**config.mk**
```make
export PLATFORM = sky130hd
export DESIGN_NAME = neural_stage_collector_flat
export DESIGN_NICKNAME = d
export VERILOG_FILES = /design/src/rtl/neural_pkg.sv /design/src/rtl/neural_stage_collector_if.sv /design/src/rtl/neural_sync_fifo.sv /design/src/rtl/neural_stage_collector.sv /design/src/flat_wrapper.sv
export SDC_FILE = /design/constraint.sdc
export NUM_CORES = 1
export LEC_CHECK = 0
export BUFFER_PORTS_ARGS = -buffer_cell sky130_fd_sc_hd__buf_2
export CAP_MARGIN = 5
export CORE_UTILIZATION = 30
export CTS_BUF_LIST = sky130_fd_sc_hd__clkbuf_4 sky130_fd_sc_hd__clkbuf_8 sky130_fd_sc_hd__clkbuf_16
export CTS_CLUSTER_SIZE = 25
export DETAILED_ROUTE_END_ITERATION = 7
export PLACE_DENSITY = 0.5
export RECOVER_POWER = 50
export SLEW_MARGIN = 20
export SYNTH_ARGS = -nofsm -noshare
export SYNTH_HDL_FRONTEND = slang
export SYNTH_SLANG_ARGS = --single-unit
```
**constraint.sdc**
```tcl
create_clock -name clk -period 8.4 [get_ports clk]
set_clock_uncertainty 0.2 [all_clocks]
set_input_delay 0.84 -clock clk [delete_from_list [all_inputs] [get_ports clk]]
set_output_delay 0.84 -clock clk [all_outputs]
set_load 0.02 [all_outputs]
```
**src/rtl/neural_pkg.sv**
```systemverilog
// Shared types and constants for the neural_stage result path.
// float_24_8 word layout, exponent field helpers and the collector FSM states.
package neural_pkg;

  typedef logic [31:0] float_24_8_t;

  localparam int unsigned FLT_EXP_MSB = 30;
  localparam int unsigned FLT_EXP_LSB = 23;
  localparam logic [7:0]  FLT_EXP_MAX = 8'hFF;

  typedef enum logic [1:0] {
    IDLE,
    ARMED,
    RUN,
    DRAIN
  } collector_state_t;

  // True for Inf/NaN encodings (exponent field all ones).
  function automatic logic flt_exp_is_max(float_24_8_t w);
    return w[FLT_EXP_MSB:FLT_EXP_LSB] == FLT_EXP_MAX;
  endfunction

endpackage

```
**src/rtl/neural_stage_collector_if.sv**
```systemverilog
// Result stream of the collector: valid/ready handshake with data and frame index.
// master = collector side, slave = downstream consumer.
interface neural_stage_collector_if #(
  parameter int unsigned IDX_W = 16
);
  import neural_pkg::*;

  logic              out_valid;
  logic              out_ready;
  float_24_8_t       out_data;
  logic [IDX_W-1:0]  out_index;

  modport master (
    output out_valid,
    output out_data,
    output out_index,
    input  out_ready
  );

  modport slave (
    input  out_valid,
    input  out_data,
    input  out_index,
    output out_ready
  );

endinterface

```
**src/rtl/neural_sync_fifo.sv**
```systemverilog
// Registered first-word-fall-through FIFO. A push into a full FIFO succeeds only
// when a pop happens on the same edge; otherwise it is dropped. Head reads zero
// while empty so the outputs have a defined value after reset.
module neural_sync_fifo #(
  parameter int unsigned WIDTH = 48,
  parameter int unsigned DEPTH = 8
) (
  input  logic                     clk_i,
  input  logic                     rst_ni,
  input  logic                     push_i,
  input  logic [WIDTH-1:0]         push_data_i,
  input  logic                     pop_i,
  output logic [WIDTH-1:0]         head_o,
  output logic                     full_o,
  output logic                     empty_o,
  output logic [$clog2(DEPTH):0]   level_o
);

  localparam int unsigned AW = $clog2(DEPTH);
  localparam int unsigned LW = AW + 1;

  logic [WIDTH-1:0] mem_q [DEPTH];
  logic [AW-1:0]    wptr_q, wptr_d;
  logic [AW-1:0]    rptr_q, rptr_d;
  logic [LW-1:0]    cnt_q, cnt_d;
  logic             do_push, do_pop;

  assign empty_o = (cnt_q == '0);
  assign full_o  = (cnt_q == DEPTH[LW-1:0]);
  assign level_o = cnt_q;
  assign head_o  = empty_o ? '0 : mem_q[rptr_q];

  assign do_pop  = pop_i && !empty_o;
  assign do_push = push_i && (!full_o || do_pop);

  // Pointer and occupancy next-state.
  always_comb begin
    wptr_d = wptr_q;
    rptr_d = rptr_q;
    cnt_d  = cnt_q + LW'(do_push) - LW'(do_pop);
    if (do_push) wptr_d = wptr_q + AW'(1);
    if (do_pop)  rptr_d = rptr_q + AW'(1);
  end

  // Pointer and occupancy registers.
  always_ff @(posedge clk_i or negedge rst_ni) begin
    if (!rst_ni) begin
      wptr_q <= '0;
      rptr_q <= '0;
      cnt_q  <= '0;
    end else begin
      wptr_q <= wptr_d;
      rptr_q <= rptr_d;
      cnt_q  <= cnt_d;
    end
  end

  // Storage array; contents are don't-care until written.
  always_ff @(posedge clk_i) begin
    if (do_push) mem_q[wptr_q] <= push_data_i;
  end

endmodule

```
**src/rtl/neural_stage_collector.sv**
```systemverilog
// Sink for the neural_stage output stream: delays `first` by the stage latency,
// captures one float_24_8 result per tracked frame, tags it with a frame index
// and buffers it in a FWFT FIFO drained over a valid/ready interface.
// Optional: define NEURAL_COLLECT_NAN_CHECK_EN to add the sticky nan_seen output.
module neural_stage_collector
  import neural_pkg::*;
#(
  parameter int unsigned LATENCY = 18,
  parameter int unsigned DEPTH   = 8,
  parameter int unsigned IDX_W   = 16
) (
  input  logic                       clk,
  input  logic                       reset,
  input  logic                       enable,
  input  logic                       first,
  input  float_24_8_t                stage_data,
  neural_stage_collector_if.master   out_if,
  output logic [$clog2(DEPTH):0]     level,
  output logic                       overflow,
  output logic                       busy
`ifdef NEURAL_COLLECT_NAN_CHECK_EN
  ,
  output logic                       nan_seen
`endif
);

  localparam int unsigned CW = (LATENCY > 1) ? $clog2(LATENCY) : 1;
  localparam int unsigned EW = 32 + IDX_W;

  collector_state_t   state_q, state_d;
  logic [CW-1:0]      drain_cnt_q, drain_cnt_d;
  logic [LATENCY-1:0] dly_q, dly_d;
  logic [IDX_W-1:0]   idx_q, idx_d;
  logic               ovf_q, ovf_d;

  logic               track_in;
  logic               cap;
  logic               capture;
  logic               fifo_full;
  logic               fifo_empty;
  logic               pop;
  logic [EW-1:0]      head;

  // Only `first` pulses belonging to a frame we intend to keep enter the delay
  // line, so tails from before arming never surface as captures.
  assign track_in = first && (((state_q == ARMED) && enable) ||
                              (state_q == RUN) ||
                              ((state_q == DRAIN) && enable));
  assign cap      = dly_q[LATENCY-1];
  assign capture  = cap && ((state_q == RUN) || (state_q == DRAIN));
  assign pop      = out_if.out_valid && out_if.out_ready;

  // Delay line, frame index and sticky overflow next-state.
  always_comb begin
    dly_d = {dly_q[LATENCY-2:0], track_in};
    idx_d = idx_q + IDX_W'(capture);
    ovf_d = ovf_q | (capture && fifo_full && !pop);
  end

  // Collector FSM next-state; DRAIN lasts LATENCY cycles to flush tracked pulses.
  always_comb begin
    state_d     = state_q;
    drain_cnt_d = drain_cnt_q;
    unique case (state_q)
      IDLE: begin
        if (enable) state_d = ARMED;
      end
      ARMED: begin
        if (!enable)    state_d = IDLE;
        else if (first) state_d = RUN;
      end
      RUN: begin
        if (!enable) begin
          state_d     = DRAIN;
          drain_cnt_d = '0;
        end
      end
      DRAIN: begin
        if (enable) begin
          state_d = RUN;
        end else if (drain_cnt_q == CW'(LATENCY - 1)) begin
          state_d = IDLE;
        end else begin
          drain_cnt_d = drain_cnt_q + CW'(1);
        end
      end
      default: state_d = IDLE;
    endcase
  end

  // State registers.
  always_ff @(posedge clk or negedge reset) begin
    if (!reset) begin
      state_q     <= IDLE;
      drain_cnt_q <= '0;
      dly_q       <= '0;
      idx_q       <= '0;
      ovf_q       <= 1'b0;
    end else begin
      state_q     <= state_d;
      drain_cnt_q <= drain_cnt_d;
      dly_q       <= dly_d;
      idx_q       <= idx_d;
      ovf_q       <= ovf_d;
    end
  end

  neural_sync_fifo #(
    .WIDTH (EW),
    .DEPTH (DEPTH)
  ) u_fifo (
    .clk_i       (clk),
    .rst_ni      (reset),
    .push_i      (capture),
    .push_data_i ({idx_q, stage_data}),
    .pop_i       (pop),
    .head_o      (head),
    .full_o      (fifo_full),
    .empty_o     (fifo_empty),
    .level_o     (level)
  );

  assign out_if.out_valid = !fifo_empty;
  assign out_if.out_data  = head[31:0];
  assign out_if.out_index = head[32 +: IDX_W];
  assign overflow         = ovf_q;
  assign busy             = (state_q != IDLE) || (level != '0);

`ifdef NEURAL_COLLECT_NAN_CHECK_EN
  logic nan_q, nan_d;

  // Flag any captured Inf/NaN word; the word itself is pushed unchanged.
  always_comb begin
    nan_d = nan_q | (capture && flt_exp_is_max(stage_data));
  end

  // Sticky NaN flag register.
  always_ff @(posedge clk or negedge reset) begin
    if (!reset) nan_q <= 1'b0;
    else        nan_q <= nan_d;
  end

  assign nan_seen = nan_q;
`endif

endmodule

```
**src/flat_wrapper.sv**
```systemverilog
// flat-port wrapper written by rule: the top's interface ports become plain ports
module neural_stage_collector_flat import neural_pkg::*;
#(
  parameter int unsigned LATENCY = 18,
  parameter int unsigned DEPTH   = 8,
  parameter int unsigned IDX_W   = 16
)
  (clk, reset, enable, first, stage_data, level, overflow, busy, out_if_out_valid, out_if_out_data, out_if_out_index, out_if_out_ready);
  neural_stage_collector_if #(.IDX_W(IDX_W)) out_if_i ();
  input  logic clk;
  input  logic reset;
  input  logic enable;
  input  logic first;
  input  float_24_8_t stage_data;
  output logic [$clog2(DEPTH):0] level;
  output logic overflow;
  output logic busy;
  output wire logic [$bits(out_if_i.out_valid)-1:0] out_if_out_valid;
  output wire logic [$bits(out_if_i.out_data)-1:0] out_if_out_data;
  output wire logic [$bits(out_if_i.out_index)-1:0] out_if_out_index;
  input wire logic [$bits(out_if_i.out_ready)-1:0] out_if_out_ready;
  assign out_if_out_valid = out_if_i.out_valid;
  assign out_if_out_data = out_if_i.out_data;
  assign out_if_out_index = out_if_i.out_index;
  assign out_if_i.out_ready = out_if_out_ready;
  neural_stage_collector #(.LATENCY(LATENCY), .DEPTH(DEPTH), .IDX_W(IDX_W)) u_core (.clk(clk), .reset(reset), .enable(enable), .first(first), .stage_data(stage_data), .out_if(out_if_i), .level(level), .overflow(overflow), .busy(busy));
endmodule
```
==> qor.txt, run 1 <==
CTS tree - yes
worst slew pin tran - 2.88 ns
Port-buffer cells - 91
CP Capture Point - out_if_out_data[14]
commonest non-fill, non-tap cell in the layout - edfxtp_1
Netlist Area Pre-Place - 17400 sq um
Final setup viols - 0
WL per Instance - 20.4 microns
Required @ worst endpoint - 7.36 ns
P per Cell Area - 359 nW/um^2
share of Yosys cell area claimed by the top area cell type - 0.661
TritonCTS buffer count - 49
period utilization - 0.592
die area - 59100 sq um
DR vias - 8946
ys flop type - edfxtp_1
critical path class - reg -> out
Worst IR Drop VDD - 0.183 mV
grt ovf - 0
FF-to-FF End - u_core.u_fifo.level_o[2]
Reg2Reg Depth - 10
Distinct cells, synth - 47
Die H - 243 microns
Seq/Total Area, Yosys - 0.736
LEAKAGE - 0.00674 uW
Initial Utilization - 0.306
WL final - 38.8 mm
Site Rows - 87
DRC viols - 0
Root Buffer - clkbuf_16
GPL Wtd Cong - 0.700
Setup TNS Final - 0 ns
Max-Cap Viols - 1
area added between synthesis and finish - 15.9%
critical hold path startpoint - u_core.dly_q[6]
Hold Fails Final Rpt - 0
initial antenna violation count - 0
syn avg cell area - 17.3 sq um
crit end category - output pin
Net count, final - 1155
DP HPWL - 19.1 mm
failing checks - capacitance limit, slew limit
met3 WL - 1.61 mm
syn_nets - 1054
CP arrival - 3.94 ns
Worst-Skew Late Latency - 0.58 ns
FF-to-FF Start - u_core.u_fifo.level_o[2]
top layer in use - met4
largest net degree at the start of global routing - 75
Reg2Reg Setup Slack - 5.11 ns
commonest non-fill, non-tap cells in the layout - 384 x edfxtp_1, 73 x mux2_2, 59 x buf_2
Worst Setup Start Kind - flip-flop
first drt pass iteration count - 6
Metal-1 WL - 18.1 mm
Mapped Cells - 1005
top post-synthesis cells by area - edfxtp_1 66%, dfrtp_1 7.5%, mux2_2 4.7%
Post-synth EDFFs - 384
Reg clk slew, reported paths - 0.06 ns
Synth Register Bits - 436
I/O pin cnt - 92
total track usage - 0.133
asr flop ratio synth - 0.119
number of global-route vias before repair - 9329
post_cts resized - 0
first-pass GRT wire length - 58.8 mm
Clock Tree Buf Depth - 3
# diodes - 0
Worst Setup SP - u_core.u_fifo.rptr_q[1]
core box area - 56900 sq um
Synth warnings - 0
total clock sinks - 436
postcts setup bufs - 0
Post-CTS Hold Fix Bufs - 0
Iter 0 DRT Violations - 443
Critical Path Fanout Max - 74
min cycle time layout - 4.98 ns
final hold slack - 0.146 ns
Slew Viols, Final - 53
Die Span X - 243 microns
vias per inst - 4.70
share of post-route cells with drive strength above 1 - 0.267
WL met2 - 18.4 mm
worst min path class - reg -> reg
Yosys top cell by area - edfxtp_1
RSZ-0062 raised after global routing - no
worst rel slew slack - -0.921
H-tree depth - 2
Fmax - 201 MHz
outcome - finished, violations left
antenna viol nets, final - 0
[synth_stat cells, types with 3 or more instances]
library cell	n
mux2_1	49
xor2_1	10
nor4_1	9
nor2b_1	50
nand3_1	10
clkbuf_1	15
o22ai_2	6
dfrtp_1	52
buf_4	6
buf_6	11
buf_2	23
o21ai_0	12
ha_1	11
a211oi_1	48
mux2i_1	4
a21oi_1	3
o21ai_1	40
mux2_2	73
nand4_1	5
nand2_1	10
o22ai_1	43
nand2b_1	6
xnor2_1	10
edfxtp_1	384
nor3_2	30
nor3_1	23
mux2_4	24
inv_1	14
[state kept, by name, indices dropped and copies added (netlist names)]
name,cells
u_core.overflow,1
u_core.u_fifo.level_o,4
u_core.idx_q,16
u_core.u_fifo.mem_q,384
u_core.dly_q,18
u_core.drain_cnt_q,5
u_core.u_fifo.wptr_q,3
u_core.u_fifo.rptr_q,3
u_core.state_q,2
[worst min path at each step]
stage                                   to  cells past startpoint
after CTS                  u_core.dly_q[7]                      0
after global placement     u_core.dly_q[1]                      0
final                      u_core.dly_q[7]                      0
after detailed placement   u_core.dly_q[7]                      0
after global routing       u_core.dly_q[2]                      0
after floorplan           u_core.dly_q[10]                      0
[power by group]
part           internal, uW  total, uW  switching, uW
clock                  1220       2070            855
sequential             2680       2870            194
combinational           823       2300           1480
[per-layer routing]
layer | vias up | track usage
met2 | 149 | 0.214
met5 | - | 0
met1 | 4602 | 0.182
met4 | 0 | 0.0333
met3 | 55 | 0.0281
li1 | 4140 | -
[per-stage QoR]
stage                     power, uW  instances  worst slack [ns]  utilization  cell area (sq um)
after floorplan                4530       1005              1.38            -              17400
after global placement         5260       1811              3.98        0.328              18700
after detailed placement       5290       1811              3.94        0.328              18700
after CTS                      7390       1902              3.29        0.356              20300
after global routing           7630       1902              3.08        0.355              20200
final                          7250       1902              3.42        0.355              20200
[layout make-up]
type	instances	area, sq um
Clock inverter	28	218
Tap cell	756	946
Sequential cell	436	12800
Fill cell	5387	36700
Inverter	14	52.6
Timing Repair Buffer	108	539
Clock buffer	63	1370
Multi-Input combinational cell	497	4250
[critical path: stages (launching register included)]
cell	delay, ns
dfrtp_4	1.02
buf_4	0.70
buf_4	0.70
mux2_2	0.28
o22ai_1	0.07
nor3_1	0.29
buf_2	0.22
[cells by family after synthesis]
| kind of cell | share of synthesized area |
|---|---|
| mux | 0.102 |
| fa+ha+maj | 0.00904 |
| compound gates | 0.0596 |
| buf+inv | 0.0238 |
| xor+xnor | 0.0100 |
| flops | 0.736 |
| simple gates | 0.0597 |
Note: power is estimated with default switching activity, not from simulation.
==> run 2, diff against run 1 <==
--- a/config.mk
+++ b/config.mk
@@ -11,7 +11,7 @@
 export CTS_BUF_LIST = sky130_fd_sc_hd__clkbuf_4 sky130_fd_sc_hd__clkbuf_8 sky130_fd_sc_hd__clkbuf_16
 export CTS_CLUSTER_SIZE = 25
 export DETAILED_ROUTE_END_ITERATION = 7
-export PLACE_DENSITY = 0.5
+export PLACE_DENSITY = 0.52
 export RECOVER_POWER = 50
 export SLEW_MARGIN = 20
 export SYNTH_ARGS = -nofsm -noshare
==> constraint.sdc (replaced) <==
create_clock -name clk -period 4.39 [get_ports clk]
set_clock_uncertainty 0.2 [all_clocks]
set_input_delay 0.439 -clock clk [delete_from_list [all_inputs] [get_ports clk]]
set_output_delay 0.439 -clock clk [all_outputs]
set_load 0.02 [all_outputs]
==> run 2 against run 1 <==
  * The run still ends with capacitance limit, slew limit left
  * Count of clock-buffer cells in the layout fell by 1
  * Die area did not move
  * Via count is 0.39% higher
  * Critical path depth is 2 higher
  * Highest routed layer unchanged
==> qor.txt, run 2 (synthesis results as in run 1) <==
outcome - finished, violations left
failing checks - capacitance limit, slew limit
vias per inst - 4.65
Psw - 4820 uW
antenna viol nets, final - 0
commonest non-fill, non-tap cells in the layout - 384 x edfxtp_1, 73 x mux2_2, 57 x buf_2
Reg2Reg Depth - 9
initial antenna violation count - 1
H-tree depth - 2
Logic pwr share - 0.328
worst min path class - in -> reg
biggest regs - u_core.u_fifo.mem_q: 384 flops, u_core.dly_q: 18 flops, u_core.idx_q: 16 flops
Reg power frac - 0.393
Iter 0 DRT Violations - 520
WL final - 38.2 mm
post_cts resized - 0
clock share of power - 0.279
area added between synthesis and finish - 18.1%
I/O pin cnt - 92
CP arrival - 2.81 ns
LEAKAGE - 0.00691 uW
P per Cell Area - 673 nW/um^2
final hold slack - 0.0637 ns
grt ovf - 0
period utilization - 0.787
Setup WS post-layout - 0.936 ns
Layout Cells excl Fill - 1933
crit end category - output pin
min cycle time layout - 3.45 ns
GPL Wtd Cong - 0.711
Final setup viols - 0
Max-Cap Viols - 1
Worst IR Drop VDD - 0.331 mV
Slew Viols, Final - 33
first-pass GRT wire length - 58.0 mm
TritonCTS buffer count - 47
# fillers - 5371
worst rel slew slack - -0.234
total track usage - 0.129
die area - 59100 sq um
Site Rows - 87
Internal Power - 9050 uW
Critical Path Fanout Max - 38
most flop-heavy register - u_core.u_fifo.mem_q
commonest non-fill, non-tap cell in the layout - edfxtp_1
Root Buffer - clkbuf_16
Reg2Reg Setup Slack - 1.51 ns
Worst Setup Start Kind - flip-flop
worst slew pin tran - 1.85 ns
share of post-route cells with drive strength above 1 - 0.256
Worst-Skew Late Latency - 0.57 ns
DP Worst Slack - 1.52 ns
Die Span X - 243 microns
WL per Instance - 19.8 microns
DR vias - 8981
largest net degree at the start of global routing - 97
placed cell count - 1811
DRC viols - 0
CP Capture Point - out_if_out_data[12]
Required @ worst endpoint - 3.75 ns
Worst Setup SP - u_core.u_fifo.level_o[2]
Initial Utilization - 0.306
FF-to-FF Start - u_core.u_fifo.level_o[2]
Reg clk slew, reported paths - 0.05 ns
Net count, final - 1189
Fmax - 290 MHz
first drt pass iteration count - 5
Hold Fails Final Rpt - 0
Clock Tree Buf Depth - 3
critical path class - reg -> out
RSZ-0062 raised after global routing - no
# diodes - 0
CTS tree - yes
DP HPWL - 19.5 mm
Die H - 243 microns
Port-buffer cells - 91
Sw Ratio - 0.347
number of global-route vias before repair - 9291
core box area - 56900 sq um
FF-to-FF End - u_core.u_fifo.level_o[1]
number of flip-flops in the largest register - 384
total clock sinks - 436
-- run 2: changes by cell type in the layout (fill, tap and decap cells not counted), moves of 3 or more --
cell | before | now
nor4_2 | 4 | 0
clkbuf_4 | 11 | 8
clkinv_2 | 9 | 12
buf_12 | 0 | 3
dlygate4sd3_1 | 0 | 36
nor4_4 | 0 | 4
buf_4 | 16 | 13
clkbuf_8 | 1 | 5
-- run 2: power groups by stage --
stage | registers, uW | clock network, uW | logic, uW
CTS | 5450 | 3980 | 4690
finish | 5450 | 3870 | 4550
detailed placement | 5530 | 0 | 4650
floorplan | 5420 | 0 | 3240
global route | 5500 | 4130 | 4960
global placement | 5510 | 0 | 4640
-- run 2: critical path: stages (launching register included) --
cell	delay (ns)
dfrtp_1	0.34
inv_1	0.08
ha_1	0.21
or3b_2	0.21
buf_4	0.47
buf_4	0.36
o21ai_0	0.13
nor3_1	0.21
buf_2	0.20
-- run 2: timing repair --
item,4_1_cts,5_1_grt
hold endpoints to repair,279,0
setup endpoints to repair,0,0
hold buffers,36,0
buffers inserted,0,0
-- run 2: area by class of cell --
type | instances | area (sq um) | share of cell area
Clock inverter | 24 | 174 | 0.00845
Timing Repair Buffer | 144 | 935 | 0.0454
Sequential cell | 436 | 12800 | 0.623
Tap cell | 756 | 946 | 0.0459
Inverter | 14 | 52.6 | 0.00255
Multi-Input combinational cell | 497 | 4290 | 0.209
Clock buffer | 62 | 1360 | 0.0658
-- run 2: stage by stage --
step / area [sq um] / TNS [ns] / total power (uW) / util
finish: 20600 / 0 / 13900 / 0.362
detailed placement: 18700 / 0 / 10200 / 0.329
floorplan: 17500 / -176.26 / 8660 / -
global placement: 18700 / 0 / 10200 / 0.329
CTS: 20600 / 0 / 14100 / 0.363
global route: 20600 / 0 / 14600 / 0.362
-- run 2: worst min-delay path by stage --
stage | end | cells after the start | start
final | u_core.u_fifo.rptr_q[2] | 3 | out_if_out_ready
after global routing | u_core.u_fifo.rptr_q[2] | 3 | out_if_out_ready
after CTS | u_core.u_fifo.rptr_q[2] | 3 | out_if_out_ready
after detailed placement | u_core.dly_q[16] | 0 | u_core.dly_q[15]
after global placement | u_core.dly_q[15] | 0 | u_core.dly_q[14]
after floorplan | u_core.dly_q[0] | 0 | reset
-- run 2: routing by layer --
metal / global-route usage / part of all wire / vias to the layer above
li1: - / - / 4201
met1: 0.178 / 0.46 / 4573
met2: 0.203 / 0.46 / 164
met3: 0.0311 / 0.055 / 43
met4: 0.0324 / 0.016 / 0
met5: 0 / 0 / -
==> run 3, diff against run 2 <==
==> constraint.sdc (replaced) <==
create_clock -name clk -period 3 [get_ports clk]
set_clock_uncertainty 0.2 [all_clocks]
set_input_delay 0.3 -clock clk [delete_from_list [all_inputs] [get_ports clk]]
set_output_delay 0.3 -clock clk [all_outputs]
set_load 0.02 [all_outputs]
==> run 3 against run 2 <==
  * The run still ends with capacitance limit, slew limit left
  * First-iteration DRC count decreased by 16%
  * Sequential power rose by 46%
  * Power rose by 50%
  * Critical path depth fell by 3
  * Non-clock buffer count is 15 higher
  * Flip-flop and latch count is the same
  * Critical path type unchanged
  * Highest routed layer unchanged
==> qor.txt, run 3 (synthesis results as in run 1) <==
outcome - finished, violations left
failing checks - capacitance limit, slew limit
Reg2Reg Depth - 9
area added between synthesis and finish - 20.6%
Max stage delay on crit path - 0.61 ns
DR vias - 9040
initial antenna violation count - 0
Critical Path Fanout Max - 54
Site Rows - 87
Net count, final - 1204
crit path buf inv count - 2
Setup TNS Final - 0 ns
RSZ-0062 raised after global routing - yes
biggest regs - u_core.u_fifo.mem_q: 384 flops, u_core.dly_q: 18 flops, u_core.idx_q: 16 flops
number of global-route vias before repair - 9337
total clock sinks - 436
CP arrival - 2.38 ns
Root Buffer - clkbuf_16
H-tree depth - 2
cell family with most CP delay - flip-flops
Hold Fails Final Rpt - 0
Worst Setup Start Kind - flip-flop
met2 global-route usage - 0.202
hold path depth - 0
largest net degree at the start of global routing - 55
share of post-route cells with drive strength above 1 - 0.277
Reg clk slew, reported paths - 0.06 ns
grt met3 use - 0.0269
min cycle time layout - 2.88 ns
LEAKAGE - 0.00708 uW
CTS tree - yes
WL per Instance - 19.9 microns
GRT busiest layer - met2
worst slew pin tran - 1.90 ns
core box area - 56900 sq um
I/O pin cnt - 92
critical path class - reg -> out
crit end category - output pin
antenna viol nets, final - 0
# diodes - 0
commonest non-fill, non-tap cell in the layout - edfxtp_1
Crit path depth - 5
Initial Utilization - 0.306
DP HPWL - 19.4 mm
total track usage - 0.132
final hold slack - 0.147 ns
TritonCTS buffer count - 47
Required @ worst endpoint - 2.50 ns
first-pass GRT wire length - 59.0 mm
Die H - 243 microns
Worst IR Drop VDD - 0.529 mV
commonest non-fill, non-tap cells in the layout - 384 x edfxtp_1, 73 x mux2_2, 57 x buf_2
Fmax - 348 MHz
DRC viols - 0
WL final - 38.9 mm
Worst-Skew Late Latency - 0.58 ns
grt ovf - 0
first drt pass iteration count - 5
met1 usage - 0.187
period utilization - 0.959
most flop-heavy register - u_core.u_fifo.mem_q
worst-path cell chain - buf_12 -> mux2_1 -> o21ai_0 -> nor3_2 -> buf_2
Port-buffer cells - 91
Slew Viols, Final - 37
Iter 0 DRT Violations - 436
Clock Tree Buf Depth - 3
Die Span X - 243 microns
Max-Cap Viols - 1
die area - 59100 sq um
P per Cell Area - 992 nW/um^2
vias per inst - 4.64
number of flip-flops in the largest register - 384
worst rel slew slack - -0.269
Crit-path slowest cell - dfrtp_4
worst min path class - reg -> reg
GPL Wtd Cong - 0.685
Final setup viols - 0
-- run 3: changes by cell type in the layout (fill, tap and decap cells not counted), sizes merged --
cell,previous run,this run
buf,73,88
bufinv,2,4
clkbuf,97,95
clkinv,21,22
dlygate4sd3,36,37
inv,15,14
-- run 3: layer usage --
metal / routed length, microns / vias up
met3: 1740 / 54
met1: 18700 / 4602
met5: 0 / -
met4: 814 / 0
met2: 17600 / 146
li1: - / 4238
-- run 3: layout make-up --
cell class	instances	area (sq um)
Fill cell	5317	35900
Sequential cell	436	12800
Multi-Input combinational cell	497	4360
Clock buffer	61	1300
Timing Repair Buffer	159	1270
Tap cell	756	946
Clock inverter	26	255
Inverter	14	52.6
-- run 3: power breakdown --
| group | leakage [uW] | internal (uW) | total, uW | switching (uW) |
|---|---|---|---|---|
| clock | 0.000783 | 3410 | 5750 | 2340 |
| sequential | 0.00413 | 7480 | 7940 | 459 |
| combinational | 0.00217 | 2730 | 7160 | 4430 |
| total | 0.00708 | 13600 | 20900 | 7230 |
-- run 3: metrics by stage --
stage                     instances  power (uW)  setup slack, ns  instance area, sq um  utilization
after detailed placement       1820       15200            0.406                 19000        0.334
after floorplan                1005       12800           -0.421                 17600            -
after global routing           1949       21900          0.00166                 21000        0.369
after CTS                      1945       21100          0.00617                 21000        0.369
final                          1949       20900            0.124                 21000        0.369
after global placement         1820       15100            0.442                 19000        0.334
-- run 3: timing repair --
item,4_1_cts,5_1_grt
setup buffers,0,4
hold buffers,37,0
cloned,1,0
endpoints found under the hold margin,300,0
setup endpoints to repair,3,19
resized for setup,1,10
-- run 3: worst register-to-register path: stages (launching register included) --
cell	delay [ns]
dfrtp_2	0.41
inv_2	0.08
ha_2	0.17
or3b_4	0.48
nand2_2	0.14
mux2i_1	0.21
ha_1	0.19
inv_1	0.05
fa_1	0.48
inv_1	0.04
-- run 3: final timing paths --
check	startpoint	to	slack, ns
max in group asynchronous	reset	u_core.idx_q[15]	0.65
min in group asynchronous	reset	u_core.drain_cnt_q[0]	0.59
max	u_core.u_fifo.rptr_q[1]	out_if_out_data[12]	0.12
max reg2reg	u_core.u_fifo.level_o[2]	u_core.u_fifo.level_o[1]	0.45
min	u_core.dly_q[2]	u_core.dly_q[3]	0.15
min reg2reg	u_core.dly_q[2]	u_core.dly_q[3]	0.15
